File: src/rtl/aon_counter_bank.sv
// aon_counter_bank: always-on EPC/sensor counter, flag and code stores with command-owned snapshot/commit transactions; optional store parity under AON_PARITY_EN
module aon_counter_bank #(
  parameter int NUM_SENS = 2,
  parameter int CW = 6,
  parameter int CODE_W = 16
) (
  input  logic                   clk,
  input  logic                   factory_reset,
  input  logic [13:0]            rx_cmd,
  input  logic                   packet_complete,
  input  logic                   tx_enable,
  input  logic                   ADC_data_ready,
  input  logic                   code_wr,
  input  logic [CODE_W-1:0]      code_in,
  input  logic                   inven_flag_in,
  input  logic                   sl_flag_in,
  input  logic [CW-1:0]          epc_cnt_in,
  input  logic [NUM_SENS*CW-1:0] sens_cnt_in,
  output logic [CW-1:0]          epc_cnt_out,
  output logic [NUM_SENS*CW-1:0] sens_cnt_out,
  output logic                   inven_flag_out,
  output logic                   sl_flag_out,
  output logic [CODE_W-1:0]      code_out,
  output logic                   busy,
  output logic                   commit_pulse,
  output logic                   parity_err
);
  typedef enum logic [1:0] {IDLE, SNAP, WAIT, COMMIT} state_t;
  typedef enum logic [2:0] {NONE, SEL, READ, SWR, EPCW, ACK} owner_t;
  state_t state, state_n;
  owner_t owner, owner_n;
  logic seen_tx, own_bit, exit_ok, snap, commit;
  logic wr_epc, wr_sens, wr_sel, wr_code;
  logic [CW-1:0] epc_st;
  logic [NUM_SENS*CW-1:0] sens_st;
  logic inven_st, sl_st;
  logic [CODE_W-1:0] code_st;
  assign snap = state == SNAP;
  assign commit = state == COMMIT;
  assign busy = state != IDLE;
  assign commit_pulse = commit;
  assign wr_epc = commit && owner == EPCW;
  assign wr_sens = commit && (owner == READ || owner == SWR);
  assign wr_sel = commit && owner == SEL;
  assign wr_code = code_wr || wr_sel;
  // owner's hold bit and WAIT exit condition
  always_comb begin
    own_bit = owner == SEL ? rx_cmd[4] : owner == READ ? rx_cmd[11] :
              owner == SWR ? rx_cmd[10] : owner == EPCW ? rx_cmd[8] : 1'b0;
    exit_ok = owner == SEL ? packet_complete : owner == READ ? seen_tx & ~tx_enable :
              owner == SWR ? packet_complete & ADC_data_ready : owner == EPCW ? packet_complete : 1'b0;
  end
  // next state and fixed-priority owner capture
  always_comb begin
    state_n = state;
    owner_n = owner;
    case (state)
      IDLE: if (|{rx_cmd[11], rx_cmd[10], rx_cmd[8], rx_cmd[4], rx_cmd[1]}) begin
        state_n = SNAP;
        owner_n = rx_cmd[8] ? EPCW : rx_cmd[10] ? SWR : rx_cmd[11] ? READ : rx_cmd[4] ? SEL : ACK;
      end
      SNAP: state_n = owner == ACK ? IDLE : WAIT;
      WAIT: state_n = exit_ok ? COMMIT : own_bit ? WAIT : IDLE;
      default: state_n = IDLE;
    endcase
  end
  // FSM state, owner and tx_enable-seen-high tracking for the READ falling edge
  always_ff @(posedge clk or posedge factory_reset) begin
    if (factory_reset) begin
      state <= IDLE;
      owner <= NONE;
      seen_tx <= 1'b0;
    end else begin
      state <= state_n;
      owner <= owner_n;
      seen_tx <= snap ? 1'b0 : seen_tx | (state == WAIT && tx_enable);
    end
  end
  // stores: written only on commit, code also on any code_wr
  always_ff @(posedge clk or posedge factory_reset) begin
    if (factory_reset) begin
      epc_st <= '0;
      sens_st <= '0;
      inven_st <= 1'b1;
      sl_st <= 1'b1;
      code_st <= '0;
    end else begin
      if (wr_epc) epc_st <= epc_cnt_in;
      if (wr_sens) sens_st <= sens_cnt_in;
      if (wr_sel) begin
        inven_st <= inven_flag_in;
        sl_st <= sl_flag_in;
      end
      if (wr_code) code_st <= code_in;
    end
  end
  // snapshot of the owner's stores, held until the next snapshot
  always_ff @(posedge clk or posedge factory_reset) begin
    if (factory_reset) begin
      epc_cnt_out <= '0;
      sens_cnt_out <= '0;
      inven_flag_out <= 1'b1;
      sl_flag_out <= 1'b1;
      code_out <= '0;
    end else if (snap) begin
      if (owner == SEL) begin
        inven_flag_out <= inven_st;
        sl_flag_out <= sl_st;
        code_out <= code_st;
      end
      if (owner == READ || owner == SWR) sens_cnt_out <= sens_st;
      if (owner == EPCW || owner == ACK) epc_cnt_out <= epc_st;
    end
  end
`ifdef AON_PARITY_EN
  logic epc_p, inven_p, sl_p, code_p, perr_hit;
  logic [NUM_SENS-1:0] sens_p, sens_bad;
  // even-parity bit per store word, tracking every store write
  always_ff @(posedge clk or posedge factory_reset) begin
    if (factory_reset) begin
      epc_p <= 1'b0;
      sens_p <= '0;
      inven_p <= 1'b1;
      sl_p <= 1'b1;
      code_p <= 1'b0;
    end else begin
      if (wr_epc) epc_p <= ^epc_cnt_in;
      if (wr_sens) for (int i = 0; i < NUM_SENS; i++) sens_p[i] <= ^sens_cnt_in[i*CW +: CW];
      if (wr_sel) begin
        inven_p <= inven_flag_in;
        sl_p <= sl_flag_in;
      end
      if (wr_code) code_p <= ^code_in;
    end
  end
  // recomputed parity per sensor word
  always_comb begin
    sens_bad = '0;
    for (int i = 0; i < NUM_SENS; i++) sens_bad[i] = ^{sens_st[i*CW +: CW], sens_p[i]};
  end
  assign perr_hit = snap && (owner == SEL ? (inven_st ^ inven_p) | (sl_st ^ sl_p) | (^{code_st, code_p}) :
                             (owner == READ || owner == SWR) ? |sens_bad :
                             (owner == EPCW || owner == ACK) ? ^{epc_st, epc_p} : 1'b0);
  // sticky parity error, cleared only by factory_reset
  always_ff @(posedge clk or posedge factory_reset) begin
    if (factory_reset) parity_err <= 1'b0;
    else if (perr_hit) parity_err <= 1'b1;
  end
`else
  assign parity_err = 1'b0;
`endif
endmodule

File: config.mk
export PLATFORM = sky130hd
export DESIGN_NAME = aon_counter_bank
export DESIGN_NICKNAME = d
export VERILOG_FILES = /design/src/rtl/aon_counter_bank.sv
export SDC_FILE = /design/constraint.sdc
export NUM_CORES = 1
export LEC_CHECK = 0
export ABC_AREA = 1
export ABC_CLOCK_PERIOD_IN_PS = 2750
export BUFFER_PORTS_ARGS = -buffer_cell sky130_fd_sc_hd__buf_2
export CELL_PAD_IN_SITES_DETAIL_PLACEMENT = 1
export CELL_PAD_IN_SITES_GLOBAL_PLACEMENT = 1
export CORE_MARGIN = 2
export CORE_UTILIZATION = 39
export DETAILED_ROUTE_END_ITERATION = 8
export MAX_ROUTING_LAYER = met4
export PLACE_DENSITY = 0.84
export RECOVER_POWER = 25
export SLEW_MARGIN = 10
export SYNTH_ARGS = -nofsm -noshare
export SYNTH_HDL_FRONTEND = slang
export SYNTH_SLANG_ARGS = --single-unit
File: constraint.sdc
create_clock -name clk -period 2.75 [get_ports clk]
set_input_delay 0.55 -clock clk [delete_from_list [all_inputs] [get_ports clk]]
set_output_delay 0.55 -clock clk [all_outputs]
set_load 0.03 [all_outputs]
==> summary.txt, run 1 <==
Timing
  • Max Freq: 567 MHz
  • Clock skew: 0.0102 ns
  • Endpoints failing hold: 0
  • Final setup TNS: 0 ns
  • Setup violators final: 0
  • Period utilization: 0.641
  • Slew headroom: 0.379
  • Fin crit period: 1.76 ns
  • RSZ-0062 raised after global routing: false
  • Tightest Pin Transition: 0.930 ns
  • Final Worst Setup Slack: 0.987 ns
  • Max-slew violations: 0

Route
  • Wire length per cell: 13.7 um
  • WL met1: 3.22 mm
  • Routed met3 length: 398 um
  • Vias: 2,435
  • DR vias/cell: 4.69
  • Final wirelength: 7.13 mm
  • DRT Pass-1 Iters: 4
  • First DRT Iteration DRCs: 68
  • Met2 wire len: 3.41 mm
  • Final antenna-violating net count: 0
  • Drt drc: 0
  • Uppermost routed layer: met4

Clock tree
  • Clk pin slew, worst setup/hold paths: 0.08 ns
  • Number of post-CTS setup repair buffers: 0
  • Max Buffers Root-to-Sink: 2
  • CTS resizes: 0
  • CTS buffer count: 9
  • Clk Latency, worst-skew pair: 0.34 ns
  • Root Buffer: clkbuf_8
  • Hold_buf cts: 0
  • H-tree depth: 3
  • Clk sinks: 78
  • CTS tree: built

Pwr
  • PwrDens: 1140 nW/um2
  • Max VDD drop: 422 uV
  • Leakage power: 2.11 nW

Outcome
  • Outcome: complete, no violations

Worst setup path
  • Worst setup EP type: output pin
  • CP bufs+invs: 2
  • Crit-path slowest cell: dfrtp_1
  • Critical R2R Launch: state[1]
  • Worst reg2reg path depth: 3
  • Startpoint types: flop
  • CP max FO: 6
  • R2r setup slk: 1.00 ns
  • Reg2reg end: sens_cnt_out[0]
  • CP peak stage delay: 0.43 ns
  • CP required: 2.20 ns
  • CP delay by family, top: flip-flops
  • Arrival @ worst endpoint: 1.21 ns
  • Critical path class: reg2out
  • CP cell instances: nand2_1 -> inv_2 -> buf_2

Floorplan
  • I/O pins: 95
  • Core Box Area: 8180 um2
  • Die Ht: 95.6 um
  • Die Area: 9130 um2
  • Initial Util: 0.400
  • Die width: 95.6 um
  • Core Rows: 33

Finish
  • Share of cells above drive strength 1: 0.345
  • FILL cells: 981
  • Multi-input logic area: 1030 um2
  • Fin area: 3920 um2
  • Most frequent cells in the layout: buf_2 (83), dfrtp_1 (74), nand2_1 (66), inv_1 (41), o21ai_0 (30)
  • Net count, final: 465
  • Area Growth Syn to Fin: 19.7%
  • Register area: 1960 um2
  • Fin util: 0.479
  • Commonest non-fill, non-tap cell in the layout: buf_2
  • Number of diodes: 0

Global route
  • Initial antenna violation count: 0
  • First-pass GRT wire length: 12.0 mm
  • Vias in the first global route: 2,536
  • Gr usage total: 0.175
  • GRT Residual Overflow: 0
  • Largest net degree at the start of global routing: 55

Job
  • Maxcap violations: 0

Placed design
  • Post-Place Cell Area: 3730 um2
  • Pre-CTS setup slack: 0.990 ns
  • Number of port buffers: 84
  • DP Wirelength: 5.19 mm
  • Final GP Congestion: 0.769

Synthesis
  • Cell variety after synth: 25
  • Mapped Cells: 325
  • Seq cells post-synth: 78
  • Mapped Avg Cell Area: 10.1 um2
  • Async SR Flop Fraction: 1.00
  • Syn. warnings: 0
  • Post-synth EDFFs: 0
  • Syn_nets: 381
  • Post-synthesis sequential area ratio: 0.598
  • Most used flip-flop cell after synthesis: dfrtp_1
  • Synthesized cell area: 3270 um2

Hold path
  • Hold WC Path Type: in2async
## layout make-up
| type | count | area share |
|---|---|---|
| clock buffers | 11 | 0.0336 |
| clock inverters | 5 | 0.0150 |
| inverters | 46 | 0.0451 |
| multi-input cells | 188 | 0.262 |
| flip-flops and latches | 78 | 0.500 |
| well taps | 105 | 0.0336 |
| repair buffers | 86 | 0.111 |
## power by group
part | switching (mW) | leakage, nW | internal (mW) | total [mW]
Combinational | 1.19 | 1.07 | 0.549 | 1.74
Sequential | 0.250 | 0.950 | 1.63 | 1.88
Clock | 0.421 | 0.0899 | 0.422 | 0.843
## synthesized netlist by cell type (3+ instances only)
| cell type | count | area, um2 |
|---|---|---|
| o21ai_2 | 16 | 140 |
| buf_6 | 7 | 78.8 |
| o21ai_0 | 30 | 150 |
| buf_2 | 3 | 15.0 |
| nor2_1 | 21 | 78.8 |
| inv_2 | 3 | 11.3 |
| dfrtp_1 | 74 | 1850 |
| mux2_4 | 8 | 120 |
| inv_1 | 42 | 158 |
| dfstp_2 | 4 | 105 |
| nand2_2 | 5 | 31.3 |
| nand2_1 | 66 | 248 |
| nand3_1 | 12 | 60.1 |
| a21oi_1 | 16 | 80.1 |
| nand2_4 | 3 | 33.8 |
| o21ai_1 | 3 | 15.0 |
## through the flow
step / hold WS [ns] / total power, mW / std cells
finish: 0.354 / 4.46 / 519
global route: 0.401 / 4.80 / 519
CTS: 0.399 / 4.53 / 519
detailed placement: 0.456 / 3.67 / 503
global placement: 0.450 / 3.56 / 503
floorplan: 0.442 / 3.15 / 325
## per-layer routing
metal / vias up / global-route usage
met5: - / -
met4: 0 / 0.0619
met3: 10 / 0.0435
met2: 64 / 0.274
met1: 1170 / 0.223
li1: 1191 / -
## registers in the layout (all words and copies together), names as in the netlist, 2 cells and up
| register | flops |
|---|---|
| sens_cnt_out | 12 |
| sens_st | 12 |
| code_out | 16 |
| code_st | 16 |
| epc_cnt_out | 6 |
| epc_st | 6 |
| state | 2 |
| owner | 3 |
## worst max-delay path by stage
| stage | cells past startpoint | to | slack (ns) | start |
|---|---|---|---|---|
| after global routing | 3 | sens_cnt_out[0] | 0.84 | state[1] |
| after floorplan | 1 | code_out[0] | 0.21 | factory_reset |
| final | 3 | commit_pulse | 0.99 | state[1] |
| after detailed placement | 3 | sens_cnt_out[2] | 0.99 | state[1] |
| after global placement | 3 | sens_cnt_out[1] | 1.03 | state[1] |
| after CTS | 3 | sens_cnt_out[0] | 0.96 | state[1] |
## logic make-up after synthesis
family                 Yosys count  synth area share
flip-flops                      78             0.598
buffers and inverters           59            0.0880
other                            1           0.00115
AND/OR/NAND/NOR                113             0.156
multiplexers                     8            0.0367
AO/OA/AOI/OAI                   66             0.120
## worst register-to-register path: cells and delay by family (launching register included)
| kind | cells | cell delay [ns] |
|---|---|---|
| and+or+nand+nor | 2 | 0.73 |
| muxes | 1 | 0.47 |
| DFF | 1 | 0.43 |
(Power assumes the default switching activity.)
==> inputs of run 2 (changes only) <==
--- a/config.mk
+++ b/config.mk
@@ -6,15 +6,15 @@
 export NUM_CORES = 1
 export LEC_CHECK = 0
 export ABC_AREA = 1
-export ABC_CLOCK_PERIOD_IN_PS = 2750
+export ABC_CLOCK_PERIOD_IN_PS = 1500
 export BUFFER_PORTS_ARGS = -buffer_cell sky130_fd_sc_hd__buf_2
 export CELL_PAD_IN_SITES_DETAIL_PLACEMENT = 1
 export CELL_PAD_IN_SITES_GLOBAL_PLACEMENT = 1
 export CORE_MARGIN = 2
-export CORE_UTILIZATION = 39
+export CORE_UTILIZATION = 35
 export DETAILED_ROUTE_END_ITERATION = 8
 export MAX_ROUTING_LAYER = met4
-export PLACE_DENSITY = 0.84
+export PLACE_DENSITY = 0.8
 export RECOVER_POWER = 25
 export SLEW_MARGIN = 10
 export SYNTH_ARGS = -nofsm -noshare
==> constraint.sdc (replaced) <==
create_clock -name clk -period 1.5 [get_ports clk]
set_input_delay 0.3 -clock clk [delete_from_list [all_inputs] [get_ports clk]]
set_output_delay 0.3 -clock clk [all_outputs]
set_load 0.03 [all_outputs]
==> summary.txt, run 2 (synthesized netlist as in run 1, its figures left out) <==
Route
  • DRT Pass-1 Iters: 4
  • DR vias/cell: 4.60
  • Final wirelength: 6.96 mm
  • Wire length per cell: 13.1 um
  • Drt drc: 0
  • Vias: 2,441
  • First DRT Iteration DRCs: 75
  • Final antenna-violating net count: 0

Timing
  • RSZ-0062 raised after global routing: true
  • Slew headroom: 0.305
  • Period utilization: 0.957
  • Max Freq: 697 MHz
  • Final Worst Setup Slack: 0.0646 ns
  • Max-slew violations: 0
  • Fin crit period: 1.44 ns
  • Clock skew: 0.0170 ns
  • Tightest Pin Transition: 1.04 ns
  • Setup violators final: 0
  • Endpoints failing hold: 0

Global route
  • Initial antenna violation count: 0
  • First-pass GRT wire length: 11.7 mm
  • Largest net degree at the start of global routing: 79
  • Met2 Use GR: 0.247
  • GRT Residual Overflow: 0
  • Global Route met3 Usage: 0.0347
  • Grt met1 use: 0.180
  • Gr usage total: 0.150
  • Layer with the highest usage: met2
  • Vias in the first global route: 2,549

Worst setup path
  • Worst reg2reg path depth: 8
  • Critical R2R Launch: owner[2]
  • Reg2reg end: code_st[3]
  • Startpoint types: flop
  • R2r setup slk: 0.11 ns
  • Critical path class: reg2out
  • CP cell instances: nand2_1 -> inv_4 -> buf_4
  • CP delay by family, top: flip-flops
  • CP peak stage delay: 0.46 ns
  • CP max FO: 4
  • CP bufs+invs: 2
  • CP required: 1.20 ns
  • Worst setup EP type: output pin
  • Crit-path slowest cell: dfrtp_2
  • Arrival @ worst endpoint: 1.14 ns

Clock tree
  • CTS tree: built
  • CTS buffer count: 9
  • Max Buffers Root-to-Sink: 2
  • Clk Latency, worst-skew pair: 0.34 ns
  • Clk sinks: 78
  • Clk pin slew, worst setup/hold paths: 0.08 ns
  • Root Buffer: clkbuf_8
  • H-tree depth: 3

Floorplan
  • Die Area: 10,100 um2
  • Core Box Area: 9150 um2
  • I/O pins: 95
  • Initial Util: 0.357
  • Die width: 101 um
  • Core Rows: 35
  • Die Ht: 101 um

Pwr
  • Clock Power Share: 0.183
  • Switching power: 3.39 mW
  • Cell Int Power: 4.84 mW
  • Reg power frac: 0.421
  • Sw frac: 0.412
  • PwrDens: 2060 nW/um2
  • Power Total: 8.23 mW
  • Leakage power: 2.15 nW
  • Gate power share: 0.395
  • Max VDD drop: 868 uV

Outcome
  • Outcome: complete, no violations

Finish
  • Most frequent cells in the layout: buf_2 (83), dfrtp_1 (72), nand2_1 (66), inv_1 (41), o21ai_0 (30)
  • Multi-input logic area: 1040 um2
  • Area Growth Syn to Fin: 22.5%
  • Share of cells above drive strength 1: 0.369
  • Largest registers: code_out: 16 flops, code_st: 16 flops
  • Register area: 1960 um2
  • FILL cells: 1,080
  • Commonest non-fill, non-tap cell in the layout: buf_2
  • Number of diodes: 0
  • Net count, final: 472
  • Fin util: 0.438

Hold path
  • Hold Startpoint: code_in[2]
  • WHS Path Cells: 3
  • Hold endpoint: code_st[2]
  • Hold WC Path Type: in2reg

Job
  • Maxcap violations: 0

Placed design
  • Pre-CTS setup slack: 0.0755 ns
  • Number of port buffers: 84
  • Final GP Congestion: 0.794
  • DP Wirelength: 5.10 mm
==> run 2: worst reg2reg max path: stages (launching register included) <==
cell and delay, ns:
dfrtp_2 0.47, inv_2 0.12, nand3_4 0.11, inv_4 0.12
nand2_4 0.07, nand2_4 0.12, buf_12 0.18, nand2_1 0.09
o21ai_2 0.06
==> run 2: final cells by class <==
class,instances,share of cell area
clock buffers,10,0.0319
clock inverters,5,0.0147
inverters,46,0.0447
multi-input cells,188,0.259
flip-flops and latches,78,0.489
well taps,111,0.0347
repair buffers,93,0.126
==> run 2: how the worst max path moves through the flow <==
stage,from,to,slack [ns],cells past startpoint
after CTS,state[1],busy,0.002,3
after floorplan,state[1],sens_st[0],0.20,5
final,state[1],commit_pulse,0.06,3
after detailed placement,owner[0],epc_st[4],0.08,4
after global routing,owner[0],epc_st[4],-0.01,4
after global placement,owner[0],epc_st[5],0.13,4
==> run 2: metal layers <==
layer | wire length [um] | up-vias
li1 | - | 1202
met1 | 3190 | 1171
met2 | 3430 | 61
met3 | 266 | 7
met4 | 78 | 0
met5 | 0 | -
==> run 2: power groups by stage <==
stage                     sequential (mW)  combinational (mW)  clock, mW
after floorplan                      4.33                1.44          0
after global placement               3.44                3.15          0
after detailed placement             3.50                3.25          0
after CTS                            3.46                3.28       1.58
after global routing                 3.58                3.61       1.67
final                                3.47                3.25       1.51
==> run 2: metrics by stage <==
stage          TNS, ns  instances  cell area (um2)  hold slack (ns)
3_5_place_dp         0        514             3800            0.459
5_1_grt        -0.0207        531             4010            0.147
4_1_cts              0        529             3990           0.0867
6_report             0        531             4010            0.168
3_3_place_gp         0        514             3800            0.447
2_1_floorplan        0        325             3270            0.409
==> run 2: what timing repair did <==
item	CTS	global route
buffers inserted	0	2
setup endpoints to repair	2	19
hold buffers	0	0
resized for setup	4	3
pin swaps	0	0
